$ cat config.mk
export PLATFORM = sky130hd
export DESIGN_NAME = v_result_writeback
export DESIGN_NICKNAME = d
export VERILOG_FILES = /design/src/rtl/v_result_writeback.sv
export SDC_FILE = /design/constraint.sdc
export NUM_CORES = 1
export LEC_CHECK = 0
export BUFFER_PORTS_ARGS = -buffer_cell sky130_fd_sc_hd__buf_4
export CORE_ASPECT_RATIO = 0.9
export CORE_MARGIN = 10
export CORE_UTILIZATION = 24
export CTS_CLUSTER_DIAMETER = 40
export DETAILED_ROUTE_END_ITERATION = 7
export SYNTH_ARGS = -nofsm -noshare
export SYNTH_HDL_FRONTEND = slang
export SYNTH_SLANG_ARGS = --single-unit
$ cat constraint.sdc
create_clock -name clk -period 5.2 [get_ports clk]
set_input_delay 1.04 -clock clk [delete_from_list [all_inputs] [get_ports clk]]
set_output_delay 1.04 -clock clk [all_outputs]
set_load 0.01 [all_outputs]
$ cat src/rtl/v_result_writeback.sv
// Vector lane result writeback: captures ALU/MUL result groups on done-flag
// rising edges and drains them one word per cycle into the VRF write port.
module v_result_writeback #(
  parameter int DATA_W = 128,
  parameter int NWORDS = 4,
  parameter int ADDR_W = 5
) (
  input  logic              clk,
  input  logic              nrst,
  input  logic              done_valu,
  input  logic              done_vmul,
  input  logic [DATA_W-1:0] result_valu_1,
  input  logic [DATA_W-1:0] result_valu_2,
  input  logic [DATA_W-1:0] result_valu_3,
  input  logic [DATA_W-1:0] result_valu_4,
  input  logic [DATA_W-1:0] result_vmul_1,
  input  logic [DATA_W-1:0] result_vmul_2,
  input  logic [DATA_W-1:0] result_vmul_3,
  input  logic [DATA_W-1:0] result_vmul_4,
  input  logic [ADDR_W-1:0] vd_alu,
  input  logic [ADDR_W-1:0] vd_mul,
  input  logic [2:0]        lmul,
  input  logic              vrf_wready,
  output logic              vrf_we,
  output logic [ADDR_W-1:0] vrf_waddr,
  output logic [DATA_W-1:0] vrf_wdata,
  output logic              wb_done,
  output logic              wb_src,
  output logic              busy,
  output logic              err_ovf
);

  localparam int KW = $clog2(NWORDS);
  localparam int CW = KW + 1;

  typedef enum logic [1:0] {
    IDLE   = 2'd0,
    WR_ALU = 2'd1,
    WR_MUL = 2'd2
  } state_t;

  function automatic logic [CW-1:0] decode_cnt(input logic [2:0] l);
    logic [CW-1:0] c;
    case (l)
      3'b000:  c = CW'(1);
      3'b001:  c = CW'(2);
      3'b010:  c = CW'(4);
      default: c = CW'(1);
    endcase
    return c;
  endfunction

  state_t                        state_q, state_d;
  logic [KW-1:0]                 k_q, k_d;
  logic                          done_valu_q, done_vmul_q;
  logic                          pend_alu_q, pend_alu_d;
  logic                          pend_mul_q, pend_mul_d;
  logic [NWORDS-1:0][DATA_W-1:0] alu_buf_q, mul_buf_q;
  logic [ADDR_W-1:0]             alu_vd_q, mul_vd_q;
  logic [CW-1:0]                 alu_cnt_q, mul_cnt_q;
  logic                          wb_done_q, wb_src_q, err_ovf_q;

  logic              alu_ev_s, mul_ev_s, alu_cap_s, mul_cap_s;
  logic              we_s, accept_s, last_s, alu_last_s, mul_last_s;
  logic [CW-1:0]     cur_cnt_s;
  logic [ADDR_W-1:0] waddr_s;
  logic [DATA_W-1:0] wdata_s;

  // Capture, acceptance and last-word decode
  always_comb begin
    alu_ev_s   = done_valu & ~done_valu_q;
    mul_ev_s   = done_vmul & ~done_vmul_q;
    we_s       = (state_q != IDLE);
    accept_s   = we_s & vrf_wready;
    cur_cnt_s  = (state_q == WR_MUL) ? mul_cnt_q : alu_cnt_q;
    last_s     = accept_s & (CW'(k_q) == (cur_cnt_s - CW'(1)));
    alu_last_s = last_s & (state_q == WR_ALU);
    mul_last_s = last_s & (state_q == WR_MUL);
    // A new result may land in the same edge that retires the buffer's last word
    alu_cap_s  = alu_ev_s & (~pend_alu_q | alu_last_s);
    mul_cap_s  = mul_ev_s & (~pend_mul_q | mul_last_s);
    if (alu_cap_s) begin
      pend_alu_d = 1'b1;
    end else if (alu_last_s) begin
      pend_alu_d = 1'b0;
    end else begin
      pend_alu_d = pend_alu_q;
    end
    if (mul_cap_s) begin
      pend_mul_d = 1'b1;
    end else if (mul_last_s) begin
      pend_mul_d = 1'b0;
    end else begin
      pend_mul_d = pend_mul_q;
    end
  end

  // Drain sequencer next state
  always_comb begin
    state_d = state_q;
    k_d     = k_q;
    case (state_q)
      IDLE: begin
        k_d = KW'(0);
        if (pend_alu_q) begin
          state_d = WR_ALU;
        end else if (pend_mul_q) begin
          state_d = WR_MUL;
        end else begin
          state_d = IDLE;
        end
      end
      WR_ALU: begin
        if (last_s) begin
          k_d     = KW'(0);
          state_d = pend_mul_q ? WR_MUL : IDLE;
        end else if (accept_s) begin
          k_d = k_q + KW'(1);
        end else begin
          k_d = k_q;
        end
      end
      WR_MUL: begin
        if (last_s) begin
          k_d     = KW'(0);
          state_d = pend_alu_q ? WR_ALU : IDLE;
        end else if (accept_s) begin
          k_d = k_q + KW'(1);
        end else begin
          k_d = k_q;
        end
      end
      default: begin
        state_d = IDLE;
        k_d     = KW'(0);
      end
    endcase
  end

  // Write port drive, zeroed when idle
  always_comb begin
    waddr_s = '0;
    wdata_s = '0;
    if (state_q == WR_ALU) begin
      waddr_s = alu_vd_q + ADDR_W'(k_q);
      wdata_s = alu_buf_q[k_q];
    end else if (state_q == WR_MUL) begin
      waddr_s = mul_vd_q + ADDR_W'(k_q);
      wdata_s = mul_buf_q[k_q];
    end else begin
      waddr_s = '0;
      wdata_s = '0;
    end
  end

  // State, buffers and status registers
  always_ff @(posedge clk or negedge nrst) begin
    if (!nrst) begin
      state_q     <= IDLE;
      k_q         <= '0;
      done_valu_q <= 1'b0;
      done_vmul_q <= 1'b0;
      pend_alu_q  <= 1'b0;
      pend_mul_q  <= 1'b0;
      alu_buf_q   <= '0;
      mul_buf_q   <= '0;
      alu_vd_q    <= '0;
      mul_vd_q    <= '0;
      alu_cnt_q   <= '0;
      mul_cnt_q   <= '0;
      wb_done_q   <= 1'b0;
      wb_src_q    <= 1'b0;
      err_ovf_q   <= 1'b0;
    end else begin
      state_q     <= state_d;
      k_q         <= k_d;
      done_valu_q <= done_valu;
      done_vmul_q <= done_vmul;
      pend_alu_q  <= pend_alu_d;
      pend_mul_q  <= pend_mul_d;
      if (alu_cap_s) begin
        alu_buf_q <= {result_valu_4, result_valu_3, result_valu_2, result_valu_1};
        alu_vd_q  <= vd_alu;
        alu_cnt_q <= decode_cnt(lmul);
      end
      if (mul_cap_s) begin
        mul_buf_q <= {result_vmul_4, result_vmul_3, result_vmul_2, result_vmul_1};
        mul_vd_q  <= vd_mul;
        mul_cnt_q <= decode_cnt(lmul);
      end
      wb_done_q <= last_s;
      wb_src_q  <= mul_last_s;
      if ((alu_ev_s & ~alu_cap_s) | (mul_ev_s & ~mul_cap_s)) begin
        err_ovf_q <= 1'b1;
      end
    end
  end

  assign vrf_we    = we_s;
  assign vrf_waddr = waddr_s;
  assign vrf_wdata = wdata_s;
  assign wb_done   = wb_done_q;
  assign wb_src    = wb_src_q;
  assign busy      = pend_alu_q | pend_mul_q | (state_q != IDLE);
  assign err_ovf   = err_ovf_q;

endmodule

==> results list <==
* Status: complete, no violations
- Critical-path maximum fanout: 36
- On the final layout, the worst clock skew is 0.0592 ns.
- For the pin with the worst max-slew slack, the measured transition is approximately 1.0 ns.
* Area of the core: around 200000 µm²
* Path category of the worst min-delay check: primary input to async pin
- Portion of total power attributed to combinational logic: roughly 25%
* Input/output buffers: between 1000 and 1500
- Width of the die: between 400 and 500 µm
* Post-DP HPWL: about 170 mm
- STA classifies the critical path endpoint as an output pin.
- Once the clock tree was built, the resizer swapped 0 gates to a different size.
* Row cnt: 154
- Height of the die: 440 µm
- Netlist cell types: 32
* Number of flip-flops and latches in the synthesized netlist: approximately 1100
- Once placement finished, the instance area stood at 58900 µm².
* Average wire length per cell after detail routing: around 25 µm
* Number of antenna violations at the first check in global routing: 59
- P per Cell Area: between 500 and 600 nW/µm²
- Remaining antenna violation count after routing: 0
- R2R Setup Slk: about 1.2 ns
- Post-Synth XOR/XNOR Area: 0.223%
- Max VDD drop: between 0.2 and 0.3 mV
- The die covers roughly 210000 µm².
* Clk slew on worst S/H paths: about 0.060 ns
* Buffers from clock root to sink, at most: 3
- GR Overflow Total: 0
- Post-Layout Inst Area: 65300 µm²
* Number of violations reported at the end of detailed-routing iteration 0: approximately 3800
* H-Tree Level Count: 4
- The critical path is of the flop to output pin type.
- Counting I/O delays and the setup requirement, the final critical path takes 4.71 ns.
- The synthesized netlist devotes less than 1% of its cell area to adder and majority cells.
- Critical Path Slowest Stage Cell: sky130_fd_sc_hd__dfrtp_4
- Cells along the critical path: buf_4 -> ha_1 -> fa_1 -> nand2_1 -> mux2i_1 -> buf_4
- The tool flagged a number of max-cap violations equal to 0.
- Synthesis produced between 4000 and 5000 cells.
- Tightest slew margin relative to the limit: ~32%
- Number of global-route vias before repair: between 40000 and 50000
- Global placement routability congestion: between 0.9 and 1
- Power spent charging and discharging nets: between 10000 and 15000 µW
- The final route contains roughly 41000 vias.
- Summing every instance area after synthesis gives 47100 µm².
- The number of hold buffers added after CTS was 0.
- Growth of design area from synthesis to finish: 38.8%
- Synthesis produced a netlist with a net count of approximately 6000.
- The number of setup buffers added after CTS is 0.
- Setup violations remaining at the end of the flow were counted as 0.
- Number of clock buffers inserted by TritonCTS: 177
- Layout cell share with drive strength beyond 1: around 30%
* Peak per-stage delay on the critical path: roughly 1.1 ns
- Initial standard-cell utilization of the core: around 24%
- Number of sinks handled by clock tree synthesis: approximately 1100
- Switching share of power: between 30% and 40%
- Post-Route WL: roughly 220 mm
* Top Ports: ~1200
- Clk Latency, worst-skew pair: about 0.8 ns
- Timing would allow up to approximately 0.21 GHz.
* Worst endpoint required time: ~4.2 ns
- Mux contribution to synthesized area: about an eighth
* Maximum number of pins on one net before global-route repair: 167
- Using the TritonRoute via totals, the vias-per-cell ratio works out to 4.65.
- Most frequent standard cell in the layout excluding fill and tap cells: sky130_fd_sc_hd__nand2_1
- Number of max-slew violations in the final report: 0
* Wire length of the first global-routing pass: about 300 mm
- Sequential area share after synthesis: approximately 56%
* Share of synthesized cell area in and, or, nand and nor gates: 25.1%
- Mean instance size in the synthesized netlist: 9.50 µm²
- The top cell types in the final layout, fill and taps aside, are sky130_fd_sc_hd__nand2_1, sky130_fd_sc_hd__buf_4, sky130_fd_sc_hd__dfrtp_1, sky130_fd_sc_hd__mux4_2, sky130_fd_sc_hd__clkbuf_16.
- All-layer global routing usage: between 10% and 20%
- After layout, the worst path uses about nine tenths of the clock period.
- In this run, flip-flops and latches consume a little under two fifths of the power.
- Cell internal power was estimated by the tool at ~22000 µW.
- Setup repair after global routing left no endpoint under its margin.
- The final count of hold timing violations came to 0.
* Most prevalent standard cell on the critical path: sky130_fd_sc_hd__buf_4
- The net count of the finished layout is around 7000.
- The clock network burns 37.7% of the power.
* Cell at the root of the clock tree: sky130_fd_sc_hd__clkbuf_16
* Final routed DRC violation total: 0
- Data on the critical path arrives at its endpoint at ~3.7 ns.
- TritonCTS built the clock tree.
* Post-Route Setup TNS: 0 ns
* Number of detailed-routing iterations run before antenna repair: 5
- By area, the combinational part of the netlist is dominated by simple AND/OR/NAND/NOR gates.
- Crit path launch type: flop
- Lkg Pwr: about 0.034 µW
- The Yosys step of the flow raised 0 warnings.
- Share of the synthesized area in compound gates (AO/OA/AOI/OAI): under 10%
[flip-flops by register name, summed over array words and instances (netlist names), 2 cells and up]
name,count
mul_buf_q,512
alu_cnt_q,3
mul_vd_q,5
mul_cnt_q,3
alu_vd_q,5
state_q,2
k_q,2
alu_buf_q,512
[per-stage QoR]
stage	std cells	total power [µW]	setup slack, ns	utilization [%]	hold slack [ns]
2_1_floorplan	4957	16400	1.95	-	0.433
3_3_place_gp	8495	20500	1.16	30.1	0.443
3_5_place_dp	8495	20800	1.20	30.1	0.450
4_1_cts	8823	33300	0.306	33.4	0.210
5_1_grt	8849	34700	0.271	33.4	0.226
6_report	8859	33000	0.490	33.4	0.224
[worst max-delay path, delay by kind of cell (launching register included)]
kind	cells	cell delay, ns
muxes	1	0.14
buffers and inverters	2	0.70
DFF	1	1.06
adders and majority gates	2	0.78
and+or+nand+nor	1	0.17
[per-layer routing]
metal	up-vias	global-route usage, %	wire length (µm)
li1	18200	-	-
met1	20900	24.4	87200
met2	1595	31.8	106000
met3	393	6.39	19700
met4	20	7.87	8140
met5	-	0	129
[area by class of cell]
class	count	area [µm²]
clock buffer	206	4690
fill	20100	130000
inverter	8	30.0
clock inverter	122	1690
multi-input combinational	3579	19300
antenna	36	90.1
timing repair buffer	1283	10000
sequential	1051	26300
tap	2574	3220
[worst paths after layout]
check                                      startpoint                    endpoint  cells past startpoint
setup / recovery                   k_q[0]$_DFFE_PN0P_                vrf_waddr[1]                      6
hold / removal                                   nrst  alu_buf_q[156]$_DFFE_PN0P_                      1
setup reg to reg               state_q[0]$_DFFE_PN0P_  mul_buf_q[343]$_DFFE_PN0P_                     12
hold reg to reg            mul_buf_q[428]$_DFFE_PN0P_  mul_buf_q[428]$_DFFE_PN0P_                      2
max in group asynchronous                        nrst   mul_buf_q[78]$_DFFE_PN0P_                      3
min in group clk                            done_valu       done_valu_q$_DFF_PN0_                      1
[cells in the mapped netlist, drive strengths merged]
library cell,number,area (µm²)
mux2i,4,40.0
nand3,5,25.0
nor2b,3,18.8
o41a,2,22.5
a311o,1,10.0
o21ai,8,40.0
o31ai,1,7.51
a21boi,1,7.51
or3,1,6.26
nor3,4,25.0
xor2,5,43.8
fa,2,40.0
nand2,3118,11700
a21o,4,30.0
buf,259,1290
mux2,1,11.3
clkbuf,60,225
ha,9,113
o41ai,2,43.8
dfrtp,1051,26300
xnor2,7,61.3
inv,8,30.0
a21oi,3,15.0
mux4,256,5770
or3b,2,17.5
nand2b,1,6.26
a22o,132,1160
nor2,7,26.3
[power by group through the flow]
stage | Sequential (µW) | Clock [µW] | Combinational [µW]
after global routing | 12800 | 13000 | 8920
final | 12500 | 12400 | 8080
after floorplan | 11800 | 0 | 4600
after detailed placement | 12600 | 0 | 8180
after CTS | 12500 | 12600 | 8210
after global placement | 12500 | 0 | 8070
[cells by family after synthesis]
| logic type | Yosys count |
|---|---|
| DFF | 1051 |
| xor gates and xnor gates | 12 |
| buffers and inverters | 327 |
| muxes | 261 |
| AOI/OAI and AO/OA | 154 |
| and+or+nand+nor | 3141 |
| adders and majority gates | 11 |
No activity file was read; power rests on OpenSTA's default activity.
